<file path="src/rtl/seg7_pkg.sv">
// Shared types, defaults and anode encoding for the seven-segment digit scanner.
package seg7_pkg;
    localparam int SEG7_DEFAULT_DIGITS = 4;
    localparam int SEG7_DEFAULT_DIV    = 50000;
    localparam int SEG7_MAX_DIGITS     = 8;

    typedef logic [3:0] nibble_t;

    // One-hot anode pattern sized for the widest display; callers truncate.
    function automatic logic [SEG7_MAX_DIGITS-1:0] an_encode(input logic [2:0] idx,
                                                              input logic active_low);
        logic [SEG7_MAX_DIGITS-1:0] oh;
        oh = SEG7_MAX_DIGITS'(1) << idx;
        return active_low ? ~oh : oh;
    endfunction
endpackage

</file>
<file path="src/rtl/seg7_digit_scanner_if.sv">
// Value-load handshake between a producer and the digit scanner.
interface seg7_digit_scanner_if
    import seg7_pkg::*;
#(
    parameter int NUM_DIGITS = SEG7_DEFAULT_DIGITS
);
    logic                    load_valid;
    logic                    load_ready;
    logic [4*NUM_DIGITS-1:0] value_in;

    modport master (output load_valid, output value_in, input load_ready);
    modport slave  (input load_valid, input value_in, output load_ready);
endinterface

</file>
<file path="src/rtl/seg7_tick_gen.sv">
// Refresh prescaler: one-cycle tick every REFRESH_DIV clocks.
module seg7_tick_gen
    import seg7_pkg::*;
#(
    parameter int REFRESH_DIV = SEG7_DEFAULT_DIV
) (
    input  logic clk,
    input  logic rst_n,
    output logic tick
);
    localparam int CW = $clog2(REFRESH_DIV);

    logic [CW-1:0] cnt;

    assign tick = (cnt == CW'(REFRESH_DIV - 1));

    always_ff @(posedge clk) begin
        if (!rst_n)    cnt <= '0;
        else if (tick) cnt <= '0;
        else           cnt <= cnt + 1'b1;
    end
endmodule

</file>
<file path="src/rtl/seg7_digit_scanner.sv">
// Time-multiplexed N-digit seven-segment scanner with frame-aligned value
// updates and optional leading-zero blanking.
module seg7_digit_scanner
    import seg7_pkg::*;
#(
    parameter int NUM_DIGITS    = SEG7_DEFAULT_DIGITS,
    parameter int REFRESH_DIV   = SEG7_DEFAULT_DIV,
    parameter bit AN_ACTIVE_LOW = 1'b1
) (
    input  logic                          clk,
    input  logic                          rst_n,
    seg7_digit_scanner_if.slave           bus,
    input  logic                          blank_lz,
    output nibble_t                       hex_out,
    output logic [NUM_DIGITS-1:0]         an_out,
    output logic [$clog2(NUM_DIGITS)-1:0] digit_idx
);
    localparam int IW = $clog2(NUM_DIGITS);
    localparam int W  = 4 * NUM_DIGITS;
    localparam logic [NUM_DIGITS-1:0] AN_OFF = AN_ACTIVE_LOW ? {NUM_DIGITS{1'b1}} : '0;

    logic          tick;
    logic          last_digit;
    logic          wrap;
    logic [W-1:0]  disp;
    logic [W-1:0]  pend;
    logic          pend_v;
    logic [W-1:0]  upper;
    nibble_t       cur_nib;
    logic          blank;

    seg7_tick_gen #(.REFRESH_DIV(REFRESH_DIV)) u_tick (
        .clk  (clk),
        .rst_n(rst_n),
        .tick (tick)
    );

    assign last_digit     = (digit_idx == IW'(NUM_DIGITS - 1));
    assign wrap           = tick && last_digit;
    assign bus.load_ready = !pend_v;

    // A digit is blank when it and every digit to its left are zero.
    always_comb begin
        upper   = disp >> {digit_idx, 2'b00};
        cur_nib = disp[{digit_idx, 2'b00} +: 4];
        blank   = blank_lz && (digit_idx != '0) && (upper == '0);
    end

    always_ff @(posedge clk) begin
        if (!rst_n) begin
            digit_idx <= '0;
            disp      <= '0;
            pend      <= '0;
            pend_v    <= 1'b0;
            hex_out   <= '0;
            an_out    <= AN_OFF;
        end else begin
            hex_out <= cur_nib;
            an_out  <= blank ? AN_OFF
                             : NUM_DIGITS'(an_encode(3'(digit_idx), AN_ACTIVE_LOW));
            if (tick)
                digit_idx <= last_digit ? '0 : digit_idx + 1'b1;
            // Apply looks at pend_v before this cycle's transfer can set it.
            if (wrap && pend_v) begin
                disp   <= pend;
                pend_v <= 1'b0;
            end
            if (bus.load_valid && bus.load_ready) begin
                pend   <= bus.value_in;
                pend_v <= 1'b1;
            end
        end
    end
endmodule

</file>
<file path="src/flat_wrapper.sv">
// flat-port wrapper written by rule: the top's interface ports become plain ports
module seg7_digit_scanner_flat import seg7_pkg::*;
#(
    parameter int NUM_DIGITS    = SEG7_DEFAULT_DIGITS,
    parameter int REFRESH_DIV   = SEG7_DEFAULT_DIV,
    parameter bit AN_ACTIVE_LOW = 1'b1
)
  (clk, rst_n, blank_lz, hex_out, an_out, digit_idx, bus_load_valid, bus_value_in, bus_load_ready);
  seg7_digit_scanner_if #(.NUM_DIGITS(NUM_DIGITS)) bus_i ();
  input  logic clk;
  input  logic rst_n;
  input  logic blank_lz;
  output nibble_t hex_out;
  output logic [NUM_DIGITS-1:0] an_out;
  output logic [$clog2(NUM_DIGITS)-1:0] digit_idx;
  input wire logic [$bits(bus_i.load_valid)-1:0] bus_load_valid;
  input wire logic [$bits(bus_i.value_in)-1:0] bus_value_in;
  output wire logic [$bits(bus_i.load_ready)-1:0] bus_load_ready;
  assign bus_i.load_valid = bus_load_valid;
  assign bus_i.value_in = bus_value_in;
  assign bus_load_ready = bus_i.load_ready;
  seg7_digit_scanner #(.NUM_DIGITS(NUM_DIGITS), .REFRESH_DIV(REFRESH_DIV), .AN_ACTIVE_LOW(AN_ACTIVE_LOW)) u_core (.clk(clk), .rst_n(rst_n), .bus(bus_i), .blank_lz(blank_lz), .hex_out(hex_out), .an_out(an_out), .digit_idx(digit_idx));
endmodule
</file>
<file path="config.mk">
export PLATFORM = sky130hd
export DESIGN_NAME = seg7_digit_scanner_flat
export DESIGN_NICKNAME = d
export VERILOG_FILES = /design/src/rtl/seg7_pkg.sv /design/src/rtl/seg7_digit_scanner_if.sv /design/src/rtl/seg7_tick_gen.sv /design/src/rtl/seg7_digit_scanner.sv /design/src/flat_wrapper.sv
export SDC_FILE = /design/constraint.sdc
export NUM_CORES = 1
export LEC_CHECK = 0
export CAP_MARGIN = 20
export CORE_MARGIN = 1.5
export CORE_UTILIZATION = 49
export DETAILED_ROUTE_END_ITERATION = 12
export PLACE_DENSITY_LB_ADDON = 0.25
export RECOVER_POWER = 50
export SETUP_SLACK_MARGIN = 0.3
export SYNTH_ARGS = -nofsm -noshare
export SYNTH_HDL_FRONTEND = slang
export SYNTH_SLANG_ARGS = --single-unit
</file>
<file path="constraint.sdc">
create_clock -name clk -period 2.1 [get_ports clk]
set_clock_uncertainty 0.2 [all_clocks]
set_input_delay 0.42 -clock clk [delete_from_list [all_inputs] [get_ports clk]]
set_output_delay 0.42 -clock clk [all_outputs]
set_load 0.02 [all_outputs]
</file>
After elaboration in Yosys (flattened, before gate mapping)
Index checks and enable logic that the tools add are counted.

cells by class
  add/sub/neg operators = 2
  eq/ne operators = 2
  shift-type cells = 3
  multiplexer cells = 3
  bitwise gates (word level) = 2
  reduce and logical (&&, ||, !) cells = 11

operator list
  kind                     count
  $add A16 B1 Y16 const B  1
  $eq A16 B16 Y1 const B   1
  $logic_not A16 Y1        1
  $shiftx A16 B5 Y4        1
  $shr A16 B4 Y16          1
  $logic_and A1 B1 Y1      5
  $not A4 Y4               1
  $reduce_bool A2 Y1       2
  $reduce_or A2 Y1         2
  $shl A1 B2 Y4 const A    1
  $add A2 B1 Y2 const B    1
  $eq A2 B2 Y1 const B     1
  $mux W1                  2
  $mux W2                  1
  $logic_not A1 Y1         1
  $not A1 Y1               1

word-level totals
  bits in registers = 59
  input port bits = 20
  output and inout port bits = 11

Logic depth before layout (Yosys ltp)
  word-level depth = 5
  mapped depth = 7

By module
A second synthesis with hierarchy kept.

second synthesis, totals
  cell total of the unflattened synthesis = 268
  area total of the unflattened synthesis = 2513.7 sq um

by module, submodules not included
  module              times used  cells each  area each (sq um)  seq. area each (sq um)
  seg7_digit_scanner  1           189         1724.2             860.8
  seg7_tick_gen       1           79          789.5              320.3

Worst setup path before layout
Ideal clock, no wire load.

  kind = reg2reg
  start = register u_core.digit_idx[0]
  end = register u_core.an_out[1]
  setup time = 0.079 ns
  arrival time = 2.105 ns
  data required time = 1.821 ns
  setup slack = -0.284 ns
  stages on the path, launching flop included = 5
  path buffers = 1
  cell sequence = dfxtp_1 > clkbuf_1 > mux4_2 > or4_1 > o211ai_1

between the ends
  word-level cells in the longest chain between the ends = 4
  elaborated cells between the ends (all ways) = 8

RTL lines
  what                                                             line                                                RTL
  start, declared                                                  seg7_digit_scanner.sv:16                            output logic [$clog2(NUM_DIGITS)-1:0] digit_idx
  start signal, assigned                                           seg7_digit_scanner.sv:62                            digit_idx <= last_digit ? '0 : digit_idx + 1'b1;
  $shr A16 B4 Y16 / $reduce_bool A2 Y1 (equally long branches)     seg7_digit_scanner.sv:44, seg7_digit_scanner.sv:46
  $logic_not A16 Y1 / $logic_and A1 B1 Y1 (equally long branches)  seg7_digit_scanner.sv:46                            blank = blank_lz && (digit_idx != '0) && (upper == '0);
  $logic_and A1 B1 Y1                                              seg7_digit_scanner.sv:46
  $reduce_or A2 Y1 (no source line)                                --
  end signal, assigned                                             seg7_digit_scanner.sv:59                            an_out <= blank ? AN_OFF
  end, declared                                                    seg7_digit_scanner.sv:15                            output logic [NUM_DIGITS-1:0] an_out,

Parallel ways exist; a longest one is shown, timed or not.
A chain may end at the register's enable or synchronous reset.

Worst setup path after layout
  start = register u_core.u_tick.cnt[13]
  end = register u_core.digit_idx[0]

between the ends
  word-level cells in the longest chain between the ends = 1

RTL lines
  what                    line                 RTL
  start, declared         seg7_tick_gen.sv:13  logic [CW-1:0] cnt;
  start signal, assigned  seg7_tick_gen.sv:20  else cnt <= cnt + 1'b1;
  $eq A16 B16 Y1          seg7_tick_gen.sv:15  assign tick = (cnt == CW'(REFRESH_DIV - 1));

No other way between the ends.

==> summary.md <==
| Metric | Value |
|---|---|
| Hold Crit Start | `u_core.pend[1]$_SDFFE_PN0P_` |
| F_max | `451 MHz` |
| Share of layout cells above drive strength 1 | `0.176` |
| Die height | `74.4 um` |
| XOR/XNOR Fraction of Synth Area | `0.0455` |
| Failing checks | `setup timing` |
| Yosys top cell by area | `dfxtp_1` |
| Post-synth EDFFs | `0` |
| Max-cap violation count | `0` |
| Area share of the largest cell type after synthesis | `0.472` |
| Post-Syn Instances | `273` |
| Worst reg2reg startpoint | `u_core.u_tick.cnt[13]$_SDFF_PP0_` |
| Ranking of synthesized cells by area | `dfxtp_1 (47%), a21boi_0 (9.9%), nand2_1 (6.3%), nand3_1 (4.0%), mux4_2 (3.6%)` |
| Critical path fanouts, max | `8` |
| Worst Setup End Kind | `flop` |
| Top_reg_cell synth | `dfxtp_1` |
| Average routed wire per standard cell | `12.7 um` |
| Worst vdd rail ir drop | `385 uV` |
| Setup TNS | `-1020 ps` |
| Initial Util | `0.519` |
| RePlAce Congestion | `0.787` |
| Area of the die | `5540 um^2` |
| Critical path class | `flop to flop` |
| Main combinational cell family by area after synthesis | `simple AND/OR/NAND/NOR gates` |
| Final Hold Vio Count | `0` |
| Clock slew at reported path FFs | `60 ps` |
| Post-synthesis register bit count | `59` |
| Synth Area in Simple Gates | `0.225` |
| CP Launch Type | `flop` |
| Core area | `4820 um^2` |
| Via density | `5.17` |
| Initial DRC count | `108` |
| Status | `finished, violations left` |
| Crit path launch | `u_core.u_tick.cnt[13]$_SDFF_PP0_` |
| Area growth from synthesis to layout | `29.8%` |
| Min Clock Period, post-route | `2220 ps` |
| Via count | `2049` |
| Ys async rst share | `0` |
| Largest net degree at the start of global routing | `47` |
| DP Area | `3030 um^2` |
| Pwr per Cell Area | `645 nW/um^2` |
| CP required | `2150 ps` |
| Hold Path Class | `flop to flop` |
| Root Driver | `clkbuf_8` |
| Final worst-path cycle share | `1.06` |
| Mux share of post-synthesis cell area | `0.0360` |
| Synth Area in Adders | `0.0250` |
| H-tree depth | `3` |
| Unique masters post-synth | `33` |
| Syn Nets | `298` |
| Synthesized area | `2500 um^2` |
| Final worst slack | `-118 ps` |
| Residual DRC | `0` |
| Global Route Usage Sum | `0.207` |
| Max-slew violations | `0` |
| Seq/Total Area, Yosys | `0.472` |
| Post-Syn Area per Cell | `9.16 um^2` |
| CP arrival | `2270 ps` |
| Static leakage | `0.00121 uW` |
| Rel. slew slack | `0.481` |
| Final nets | `349` |
| Grt ovf | `0` |
| RSZ-0062 raised after global routing | `true` |
| PortBufs | `30` |
| Num CTS Buffers | `9` |
| Warnings from Yosys | `0` |
| Io pins | `31` |
| CTS tree | `done` |
| Global-route wire length before repair | `8.55 mm` |
| Clk buf depth | `2` |
| DP HPWL | `3.45 mm` |
| Final Setup Violations | `29` |
| Vias in the first global route | `1877` |
| Setup slack after placement | `-80.3 ps` |
| Die width | `74.4 um` |
| Design Area, Final | `3240 um^2` |
| Worst slew pin tran | `778 ps` |
| Clock Sinks | `59` |
| Commonest cells in the synthesized netlist | `dfxtp_1 (59), nand2_1 (42), a21boi_0 (33), nand3_1 (20), o21ai_0 (17)` |
| FP Rows | `25` |
| Pwr Total | `2090 uW` |
| Antenna diodes | `0` |
| DR pass1 iterations | `4` |
| Post-route ant nets | `0` |
| Compound-Gate Fraction of Synth Area | `0.161` |
| Initial antenna violation count | `0` |
| Clock Latency Late Sink | `330 ps` |
| Cell with the most instances after synthesis | `dfxtp_1` |
| Routed WL | `5.03 mm` |
[cells in the final DEF, fill, tap and decap left out, drive strengths merged, types with 11 or more instances in the layout]
cell / instances
dfxtp: 59
nand2: 43
a21boi: 34
buf: 26
nand3: 20
clkdlybuf4s50: 18
o21ai: 17
nor2: 16
clkbuf: 15
dlygate4sd2: 11
[worst max-delay path, stage by stage (launching register included)]
cell and delay (ps):
dfxtp_2 320, or4b_4 550, or4_4 600, or3_1 330
a21boi_1 150
[power breakdown]
group          switching [uW]  leakage (uW)  internal (uW)
Clock                     400     0.0000812            423
Sequential               14.6      0.000482           1140
Combinational            50.4      0.000644           64.5
[path summary, 6_finish.rpt]
path / endpoint / slack, ps / cells past startpoint
worst max-delay path: u_core.digit_idx[0]$_SDFFE_PN0P_ / -120 / 4
worst min-delay path: u_core.pend[1]$_SDFFE_PN0P_ / 270 / 2
worst max register to register: u_core.digit_idx[0]$_SDFFE_PN0P_ / -120 / 4
worst min register to register: u_core.pend[1]$_SDFFE_PN0P_ / 270 / 2
[cell families after synthesis]
logic type	count (synthesis)
AO/OA/AOI/OAI	60
XOR/XNOR	13
adder cells (fa/ha/maj)	5
buffers and inverters	21
flip-flops	59
multiplexers	4
AND/OR/NAND/NOR	111
[sequential cells by signal, indices dropped and copies added (netlist names)]
register           cells
u_core.an_out          4
u_core.digit_idx       2
u_core.disp           16
u_core.hex_out         4
u_core.pend           16
u_core.pend_v          1
u_core.u_tick.cnt     16
[layer usage]
layer  track usage  up-vias  share of wire
met4        0.0626        0         0.0088
met5             0        -              0
met1         0.262      929           0.47
met2         0.332       61           0.47
li1              -     1055              -
met3        0.0745        4          0.049
[repair_timing]
action                                  CTS  global route
hold buffers                              0             0
setup buffers                             4             1
cloned                                    0             1
endpoints found under the setup margin   48            38
hold endpoints to repair                  0             0
pin swaps                                 1             2
gates resized for setup                  13            19
[stage by stage]
step,cells,util,hold WS (ps)
final,396,0.674,271
after global routing,396,0.674,293
after global placement,374,0.629,251
after CTS,394,0.666,267
after floorplan,273,-,237
after detailed placement,374,0.629,257
[layout make-up]
class	instances	area, um^2
fillers	418	1570
flip-flops and latches	59	1190
clock inverters	3	15.0
multi-input cells	193	1270
repair buffers	58	533
inverters	3	11.3
well taps	67	83.8
clock buffers	13	139
(Power assumes the default switching activity.)
